===== src/rtl/bb_ram_tx_reader.sv =====
// Packet-buffer RAM reader: fetches a byte range from the 32-bit buffer RAM and
// streams it out one byte per clock over a valid/ready interface.
module bb_ram_tx_reader #(
    parameter int unsigned ADDR_W = 13,
    parameter int unsigned LEN_W  = 14
) (
    input  logic              clk,
    input  logic              reset,
    input  logic              start,
    input  logic [ADDR_W-1:0] start_addr,
    input  logic [LEN_W-1:0]  byte_len,
    output logic              busy,
    output logic              done,
    output logic [ADDR_W-3:0] ram_addr,
    output logic              ram_en,
    output logic [3:0]        ram_we,
    output logic [31:0]       ram_wdata,
    input  logic [31:0]       ram_rdata,
    output logic [7:0]        out_data,
    output logic              out_valid,
    input  logic              out_ready,
    output logic              out_last
);
    localparam int unsigned WORD_W = ADDR_W - 2;
    localparam logic [LEN_W-1:0] MaxLen = LEN_W'(2 ** ADDR_W);

    typedef enum logic [1:0] {StIdle, StRun, StFin} state_e;

    state_e             state_q, state_d;
    logic [WORD_W-1:0]  word_addr_q, word_addr_d;
    logic [LEN_W-1:0]   words_left_q, words_left_d;
    logic [LEN_W-1:0]   bytes_left_q, bytes_left_d;
    logic [1:0]         lane_q, lane_d;
    logic               inflight_q, inflight_d;
    logic [1:0]         count_q, count_d;
    logic               wr_ptr_q, wr_ptr_d;
    logic               rd_ptr_q, rd_ptr_d;
    logic [31:0]        buf_q [2];

    logic [LEN_W-1:0]   len_clamped;
    logic [LEN_W:0]     span;
    logic [LEN_W-1:0]   words_total;
    logic               issue;
    logic               push;
    logic               pop;
    logic               xfer;
    logic [31:0]        cur_word;
    logic [7:0]         cur_byte;

    always_comb begin
        len_clamped = (byte_len > MaxLen) ? MaxLen : byte_len;
        // Words touched = ceil((first lane + length) / 4).
        span        = {1'b0, len_clamped} + (LEN_W+1)'(start_addr[1:0]) + (LEN_W+1)'(3);
        words_total = LEN_W'(span >> 2);
    end

    // Occupied entries plus the in-flight read may never exceed the 2-entry buffer.
    assign issue = (state_q == StRun) && (words_left_q != '0)
                && ((3'(count_q) + 3'(inflight_q)) < 3'd2);
    assign push  = inflight_q;

    assign cur_word  = buf_q[rd_ptr_q];
    assign cur_byte  = cur_word[{lane_q, 3'b000} +: 8];
    assign out_valid = (state_q == StRun) && (count_q != 2'd0);
    assign out_data  = out_valid ? cur_byte : 8'h00;
    assign out_last  = out_valid && (bytes_left_q == LEN_W'(1));
    assign xfer      = out_valid && out_ready;
    assign pop       = xfer && ((lane_q == 2'd3) || (bytes_left_q == LEN_W'(1)));

    assign ram_en    = issue;
    assign ram_addr  = issue ? word_addr_q : '0;
    assign ram_we    = 4'b0000;
    assign ram_wdata = 32'h0000_0000;

    always_comb begin
        state_d      = state_q;
        word_addr_d  = word_addr_q;
        words_left_d = words_left_q;
        bytes_left_d = bytes_left_q;
        lane_d       = lane_q;
        inflight_d   = issue;
        count_d      = count_q + 2'(push) - 2'(pop);
        wr_ptr_d     = push ? ~wr_ptr_q : wr_ptr_q;
        rd_ptr_d     = pop ? ~rd_ptr_q : rd_ptr_q;
        busy         = 1'b0;
        done         = 1'b0;

        unique case (state_q)
            StIdle: begin
                if (start) begin
                    if (len_clamped == '0) begin
                        state_d = StFin;
                    end else begin
                        state_d      = StRun;
                        word_addr_d  = start_addr[ADDR_W-1:2];
                        words_left_d = words_total;
                        bytes_left_d = len_clamped;
                        lane_d       = start_addr[1:0];
                        count_d      = 2'd0;
                        wr_ptr_d     = 1'b0;
                        rd_ptr_d     = 1'b0;
                    end
                end
            end
            StRun: begin
                busy = 1'b1;
                if (issue) begin
                    word_addr_d  = word_addr_q + WORD_W'(1);
                    words_left_d = words_left_q - LEN_W'(1);
                end
                if (xfer) begin
                    bytes_left_d = bytes_left_q - LEN_W'(1);
                    // Lane wraps 3 -> 0, which is where every following word starts.
                    lane_d       = lane_q + 2'd1;
                    if (bytes_left_q == LEN_W'(1)) begin
                        state_d = StFin;
                    end
                end
            end
            StFin: begin
                done    = 1'b1;
                state_d = StIdle;
            end
            default: state_d = StIdle;
        endcase
    end

    always_ff @(posedge clk) begin
        if (reset) begin
            state_q      <= StIdle;
            word_addr_q  <= '0;
            words_left_q <= '0;
            bytes_left_q <= '0;
            lane_q       <= 2'd0;
            inflight_q   <= 1'b0;
            count_q      <= 2'd0;
            wr_ptr_q     <= 1'b0;
            rd_ptr_q     <= 1'b0;
        end else begin
            state_q      <= state_d;
            word_addr_q  <= word_addr_d;
            words_left_q <= words_left_d;
            bytes_left_q <= bytes_left_d;
            lane_q       <= lane_d;
            inflight_q   <= inflight_d;
            count_q      <= count_d;
            wr_ptr_q     <= wr_ptr_d;
            rd_ptr_q     <= rd_ptr_d;
        end
    end

    // Data storage needs no reset; occupancy is tracked by count_q.
    always_ff @(posedge clk) begin
        if (push) begin
            buf_q[wr_ptr_q] <= ram_rdata;
        end
    end

endmodule

===== config.mk =====
export PLATFORM = sky130hd
export DESIGN_NAME = bb_ram_tx_reader
export DESIGN_NICKNAME = d
export VERILOG_FILES = /design/src/rtl/bb_ram_tx_reader.sv
export SDC_FILE = /design/constraint.sdc
export NUM_CORES = 1
export LEC_CHECK = 0
export ABC_CLOCK_PERIOD_IN_PS = 3000
export CORE_ASPECT_RATIO = 0.7
export CORE_UTILIZATION = 62
export DETAILED_ROUTE_END_ITERATION = 10
export DONT_BUFFER_PORTS = 1
export PLACE_DENSITY = 0.76
export REMOVE_ABC_BUFFERS = 1
export SETUP_SLACK_MARGIN = 0.05
export SKIP_LAST_GASP = 1
export SLEW_MARGIN = 20
export SYNTH_ARGS = -nofsm -noshare
export SYNTH_HDL_FRONTEND = slang
export SYNTH_SLANG_ARGS = --single-unit

===== constraint.sdc =====
create_clock -name clk -period 3 [get_ports clk]
set_input_delay 0.6 -clock clk [delete_from_list [all_inputs] [get_ports clk]]
set_output_delay 0.6 -clock clk [all_outputs]
set_load 0.1 [all_outputs]

==> results of run 1 <==
-- power by group through the flow --
stage,logic (mW),registers (mW),clock network (mW)
after global placement,0.884,1.82,0
final,0.984,1.80,1.24
after global routing,1.06,1.81,1.30
after detailed placement,0.909,1.82,0
after CTS,0.927,1.79,1.25
after floorplan,0.729,1.81,0
-- cells in the final DEF (no fill, tap or decap), types with 7 or more instances in the layout --
cell	instances
nand2b_1	7
buf_4	18
nand3_1	13
buf_12	19
a211oi_1	7
edfxtp_1	64
a21oi_1	22
ha_1	10
mux2i_1	9
clkbuf_16	9
xor2_1	8
nor2_1	67
o21ai_0	34
mux4_2	16
a22oi_1	15
xnor2_1	9
and2_4	7
nand2_1	46
nor2_2	9
inv_1	14
nor3_1	15
conb_1	36
nor4_1	9
dfxtp_1	46
-- worst reg2reg max path, delay by kind of cell, from the launching register on --
kind | cells | cell delay [ps]
buffers and inverters | 1 | 90
and+or+nand+nor | 4 | 1260
adders and majority gates | 2 | 420
AOI/OAI and AO/OA | 1 | 260
DFF | 1 | 370
xor gates and xnor gates | 2 | 330
-- cell families after synthesis --
family,share of synthesized area
muxes,0.07533
DFF,0.4821
xor gates and xnor gates,0.02490
AOI/OAI and AO/OA,0.1302
buffers and inverters,0.08621
and+or+nand+nor,0.1743
other,0.0006271
adders and majority gates,0.02637
-- registers in the layout, summed over array words and instances, names as in the netlist --
name	cells
buf_q	64
bytes_left_q	14
words_left_q	14
word_addr_q	11
count_q	2
lane_q	2
state_q	2
inflight_q	1
rd_ptr_q	1
wr_ptr_q	1
-- metal layers --
layer	GRT usage	part of all wire	routed length (µm)	vias up
met5	0	0	0	-
met4	0.08182	0.016	218	0
met3	0.07133	0.077	1030	22
met2	0.4524	0.50	6693	210
met1	0.3423	0.40	5402	2170
li1	-	-	-	2088
-- cell type report --
class / instances / area share
multi-input combinational: 422 / 0.4152
clock buffer: 9 / 0.03329
clock inverter: 7 / 0.01239
tap: 124 / 0.02293
timing repair buffer: 38 / 0.08027
sequential: 112 / 0.4265
inverter: 17 / 0.009432
-- how the worst min path moves through the flow --
stage / slack, ps / endpoint
2_1_floorplan: 430 / bytes_left_q[7]
3_3_place_gp: 450 / bytes_left_q[7]
3_5_place_dp: 440 / bytes_left_q[7]
4_1_cts: 300 / words_left_q[1]
5_1_grt: 300 / words_left_q[1]
6_report: 310 / words_left_q[1]
-- metrics by stage --
stage | worst slack, ps | instances
floorplan | -3343 | 550
global placement | 235.4 | 707
detailed placement | 154.6 | 707
CTS | 103.4 | 724
global route | 36.48 | 729
finish | 88.29 | 729
-- what timing repair did --
item | 4_1_cts | 5_1_grt
endpoints found under the setup margin | 12 | 12
gates cloned | 0 | 1
hold buffers | 0 | 0
resized for setup | 1 | 15
pin swaps | 1 | 8
setup buffers | 1 | 4
==> metrics, run 1 <==
CTS buffer count=9; Post-DRT Antenna Nets=0; Post-synth EDFFs=64; Clock Sinks=between 100 and 150; clock share of power=0.309; start point of the critical path=words_left_q[1]; core area=approximately 9200 µm²; Area contributors post-synth=edfxtp_1 (32%), dfxtp_1 (16%), mux4_2 (6.0%); Buf/Inv on CP=3; Die X-Extent=119.4 µm; worst-case reg-to-reg path depth=10; top-count cell post-synth=nor2_1; vias in the first global route=4266; Hold Path Depth=1; final critical-path required period=~2900 ps; per-cell routed wire length=roughly 18 µm; cell area after synthesis=5979 µm²; Antenna diodes=0; Final Hold Vio Count=0; Synth cell types=between 60 and 70; critical path class=reg2out; Synth top area share=0.3214; Total Power=a little over 4 mW; Setup crit start kind=flip-flop; Ports=123; prevailing post-synth register cell=edfxtp_1; Placed Area=6354 µm²; flip-flop and latch count after synthesis=about 110; Clock Latency Late Sink=360 ps; sequential share of the synthesized area=0.4821; final core utilization=0.7340; RR Startpoint=bytes_left_q[8]; Int Power=about 2.7 mW; Vias/cell=around 6.2; crit path DAT=~2300 ps; switching share of total power=0.3299; Filler cells=636; CTS Root Cell=clkbuf_16; worst-margin pin slew=between 1000 and 1500 ps; Hold Crit Class=in2reg; Finish-stage setup viols=0; CP Cell Sequence=inv_2 -> ha_4 -> or4b_4 -> nor4_4 -> buf_4 -> nor2_4 -> and2_1 -> buf_12; fin nets=675; Hold Slack=306.8 ps; CP max stage delay=just over 500 ps; Synth area leader=edfxtp_1; Rows=29; Comb pwr share=0.245; share of power burned in registers=0.447; Post-synth ARST share=0; status=completed; Mapped Cells=about 580; detailed placement HPWL=slightly below 9000 µm; Placer Congestion=~0.87; worst vdd ir=approximately 500 µV; CTS tree=done; crit-path max FO=6; RSZ-0062 raised after global routing=true; die height=about 84 µm; P_sw=1.328 mW; Max Slew Vio Count=0; Starting DRT DRC Count=between 600 and 700; global-route usage over all layers=0.2685; fin crit share=0.9706; Worst-path clk slew=approximately 80 ps; Sequential Area=slightly below 3000 µm²; largest net degree at the start of global routing=just over 60; maximum operating frequency=~0.34 GHz; warnings from Yosys=0; worst reg2reg endpoint=count_q[1]; Port Buffers=0; PD cells=approximately 600 nW/µm²; share of cells above drive strength 1=0.1818; Setup crit end=ram_addr[3]; Setup crit end kind=output port; critical path required time=between 2000 and 2500 ps; CTS H-tree lvls=3; DRC Markers=0; via count=~4.5k; hold path start=reset; Layout Skew=11.74 ps; max-cap violations=0; P_leak=~2.5 nW; DRT Pass-1 Iters=6; cell depth of the worst setup path=8; Slew HR=0.3205; Initial Utilization=0.6488; design area=around 6800 µm²; Setup TNS=0 ps; initial antenna violation count=0; reg2reg setup slack=~160 ps; grt ovf=0; clock buffer depth=2; first-pass GRT wire length=between 20000 and 25000 µm; Synth top cells by count=nor2_1 (76), edfxtp_1 (64), dfxtp_1 (48); CP max-delay cell=or4b_4; family with the most delay on the worst path=simple AND/OR/NAND/NOR gates; Layout Area Growth over Synthesis=13.14%; Avg Cell Area, Syn=~10 µm²; routed wire length=roughly 13000 µm; area occupied by multi-input gates=2809 µm²; die area=~10000 µm²
No activity file was read; power rests on OpenSTA's default activity.
==> inputs of run 2 (changes only) <==
--- a/config.mk
+++ b/config.mk
@@ -10,6 +10,7 @@
 export CORE_UTILIZATION = 62
 export DETAILED_ROUTE_END_ITERATION = 10
 export DONT_BUFFER_PORTS = 1
+export MAX_ROUTING_LAYER = met4
 export PLACE_DENSITY = 0.76
 export REMOVE_ABC_BUFFERS = 1
 export SETUP_SLACK_MARGIN = 0.05
==> run 2 against run 1 <==
Against the previous run: critical endpoint unchanged; combinational power about the same; wire length decreased by 0.78%; clock power about the same.
==> metrics, run 2 (synthesized netlist as in run 1, its figures left out) <==
status=completed; final critical-path required period=a little under 3000 ps; Final Hold Vio Count=0; # placed instances=707; Setup TNS=0 ps; critical path required time=between 2000 and 2500 ps; P_leak=around 2.5 nW; DRC Markers=0; critical path class=reg2out; Setup crit end kind=output port; CTS buffer count=9; RSZ-0062 raised after global routing=true; worst vdd ir=489.8 µV; Worst-path clk slew=approximately 80 ps; most frequent cells in the layout=nor2_1 (67), edfxtp_1 (64), nand2_1 (46), dfxtp_1 (46), conb_1 (36); routed wire length=13240 µm; maximum operating frequency=0.3453 GHz; core area=between 9000 and 10000 µm²; Ports=around 120; detailed placement HPWL=about 8800 µm; Layout Area Growth over Synthesis=13.14%; per-cell routed wire length=18.16 µm; die area=about 10000 µm²; worst-case reg-to-reg path depth=10; Met3 Routed Length=~1100 µm; crit path DAT=between 2000 and 2500 ps; switching share of total power=0.3283; PD cells=593.4 nW/µm²; Layout Skew=about 8 ps; Total Power=4.014 mW; hold path start=reset; die height=84.17 µm; Comb pwr share=0.245; largest net degree at the start of global routing=around 60; Post-Layout Cell Count=approximately 730; most flop-heavy register=buf_q; first-pass GRT wire length=about 21000 µm; metal2 WL=between 6000 and 7000 µm; Rows=29; max reg flops=64; fin nets=roughly 680; Hold Crit Class=in2reg; Vias/cell=6.173; Slew HR=0.3134; clock share of power=0.308; Initial Utilization=0.6488; CTS H-tree lvls=3; CP max-delay cell=or4b_4; Setup crit start kind=flip-flop; CTS Root Cell=clkbuf_16; vias in the first global route=4249; grt ovf=0; top sig layer=met4; initial antenna violation count=0; Antenna diodes=0; Max Slew Vio Count=0; M1 WL=between 5000 and 6000 µm; hold buffers post-CTS=0; Placer Congestion=~0.88; via count=about 4.5k; max-cap violations=0; leading registers by flop count=buf_q (64), bytes_left_q (14), words_left_q (14); reg2reg setup slack=140 ps; global-route usage over all layers=0.2771; fin crit share=0.9653; Starting DRT DRC Count=648; start point of the critical path=words_left_q[1]; Clock Sinks=~110; clock buffer depth=2; Port Buffers=0; Int Power=roughly 2.7 mW; Hold Path Depth=1; crit-path max FO=6; CP Cell Sequence=inv_2 -> ha_4 -> or4b_4 -> nor4_4 -> buf_4 -> nor2_4 -> and2_1 -> buf_12; Die X-Extent=around 120 µm; P_sw=between 1 and 1.5 mW; RR Startpoint=bytes_left_q[8]; CP max stage delay=~500 ps; CTS tree=done; Finish-stage setup viols=0; Post-DRT Antenna Nets=0; DRT Pass-1 Iters=5; worst-margin pin slew=roughly 1000 ps; share of power burned in registers=0.448; Clock Latency Late Sink=between 300 and 400 ps; share of cells above drive strength 1=0.1818; leading cell type in the layout, fill and taps excluded=nor2_1
==> run 2: cell counts in the layout (fill, tap and decap cells not counted) <==
Identical to the previous run, type by type.
==> run 2: area by class of cell <==
| cell class | instances | area [µm²] |
|---|---|---|
| clock buffer | 9 | 225.2 |
| sequential | 112 | 2885 |
| timing repair buffer | 38 | 543.0 |
| clock inverter | 7 | 83.83 |
| tap | 124 | 155.1 |
| fill | 636 | 2451 |
| multi-input combinational | 422 | 2809 |
| inverter | 17 | 63.81 |
==> run 2: final timing paths <==
kind | to
min | words_left_q[1]
max | ram_addr[3]
max reg2reg | count_q[1]
min reg2reg | bytes_left_q[7]
==> run 2: metal layers <==
layer  up-vias  GRT usage
li1       2086          -
met1      2170     0.3432
met2       225     0.4524
met3        19    0.06997
met4         0    0.08182
met5         -          -
==> run 2: power by group through the flow <==
stage	registers, mW	clock network (mW)	logic [mW]
3_5_place_dp	1.82	0	0.909
6_report	1.80	1.23	0.983
4_1_cts	1.79	1.25	0.927
2_1_floorplan	1.81	0	0.729
3_3_place_gp	1.82	0	0.884
5_1_grt	1.81	1.30	1.06
==> run 2: critical path: cells and delay by family (launching register included) <==
kind / cells / cell delay, ps
AND/OR/NAND/NOR: 4 / 1030
adder cells (fa/ha/maj): 1 / 150
flip-flops: 1 / 340
buffers and inverters: 3 / 410
==> run 2: through the flow <==
stage	setup slack, ps	hold slack [ps]	cell area [µm²]	utilization
floorplan	-3343	430.0	5659	-
global route	36.48	302.3	6765	0.7340
CTS	103.4	300.4	6674	0.7241
finish	104.1	307.0	6765	0.7340
global placement	235.4	447.2	6354	0.6894
detailed placement	154.6	441.9	6354	0.6894
==> run 2: timing repair <==
| item | in CTS | in global routing |
|---|---|---|
| resized for setup | 1 | 15 |
| setup endpoints to repair | 12 | 12 |
| cloned | 0 | 1 |
| pin swaps | 1 | 8 |
| setup buffers | 1 | 4 |
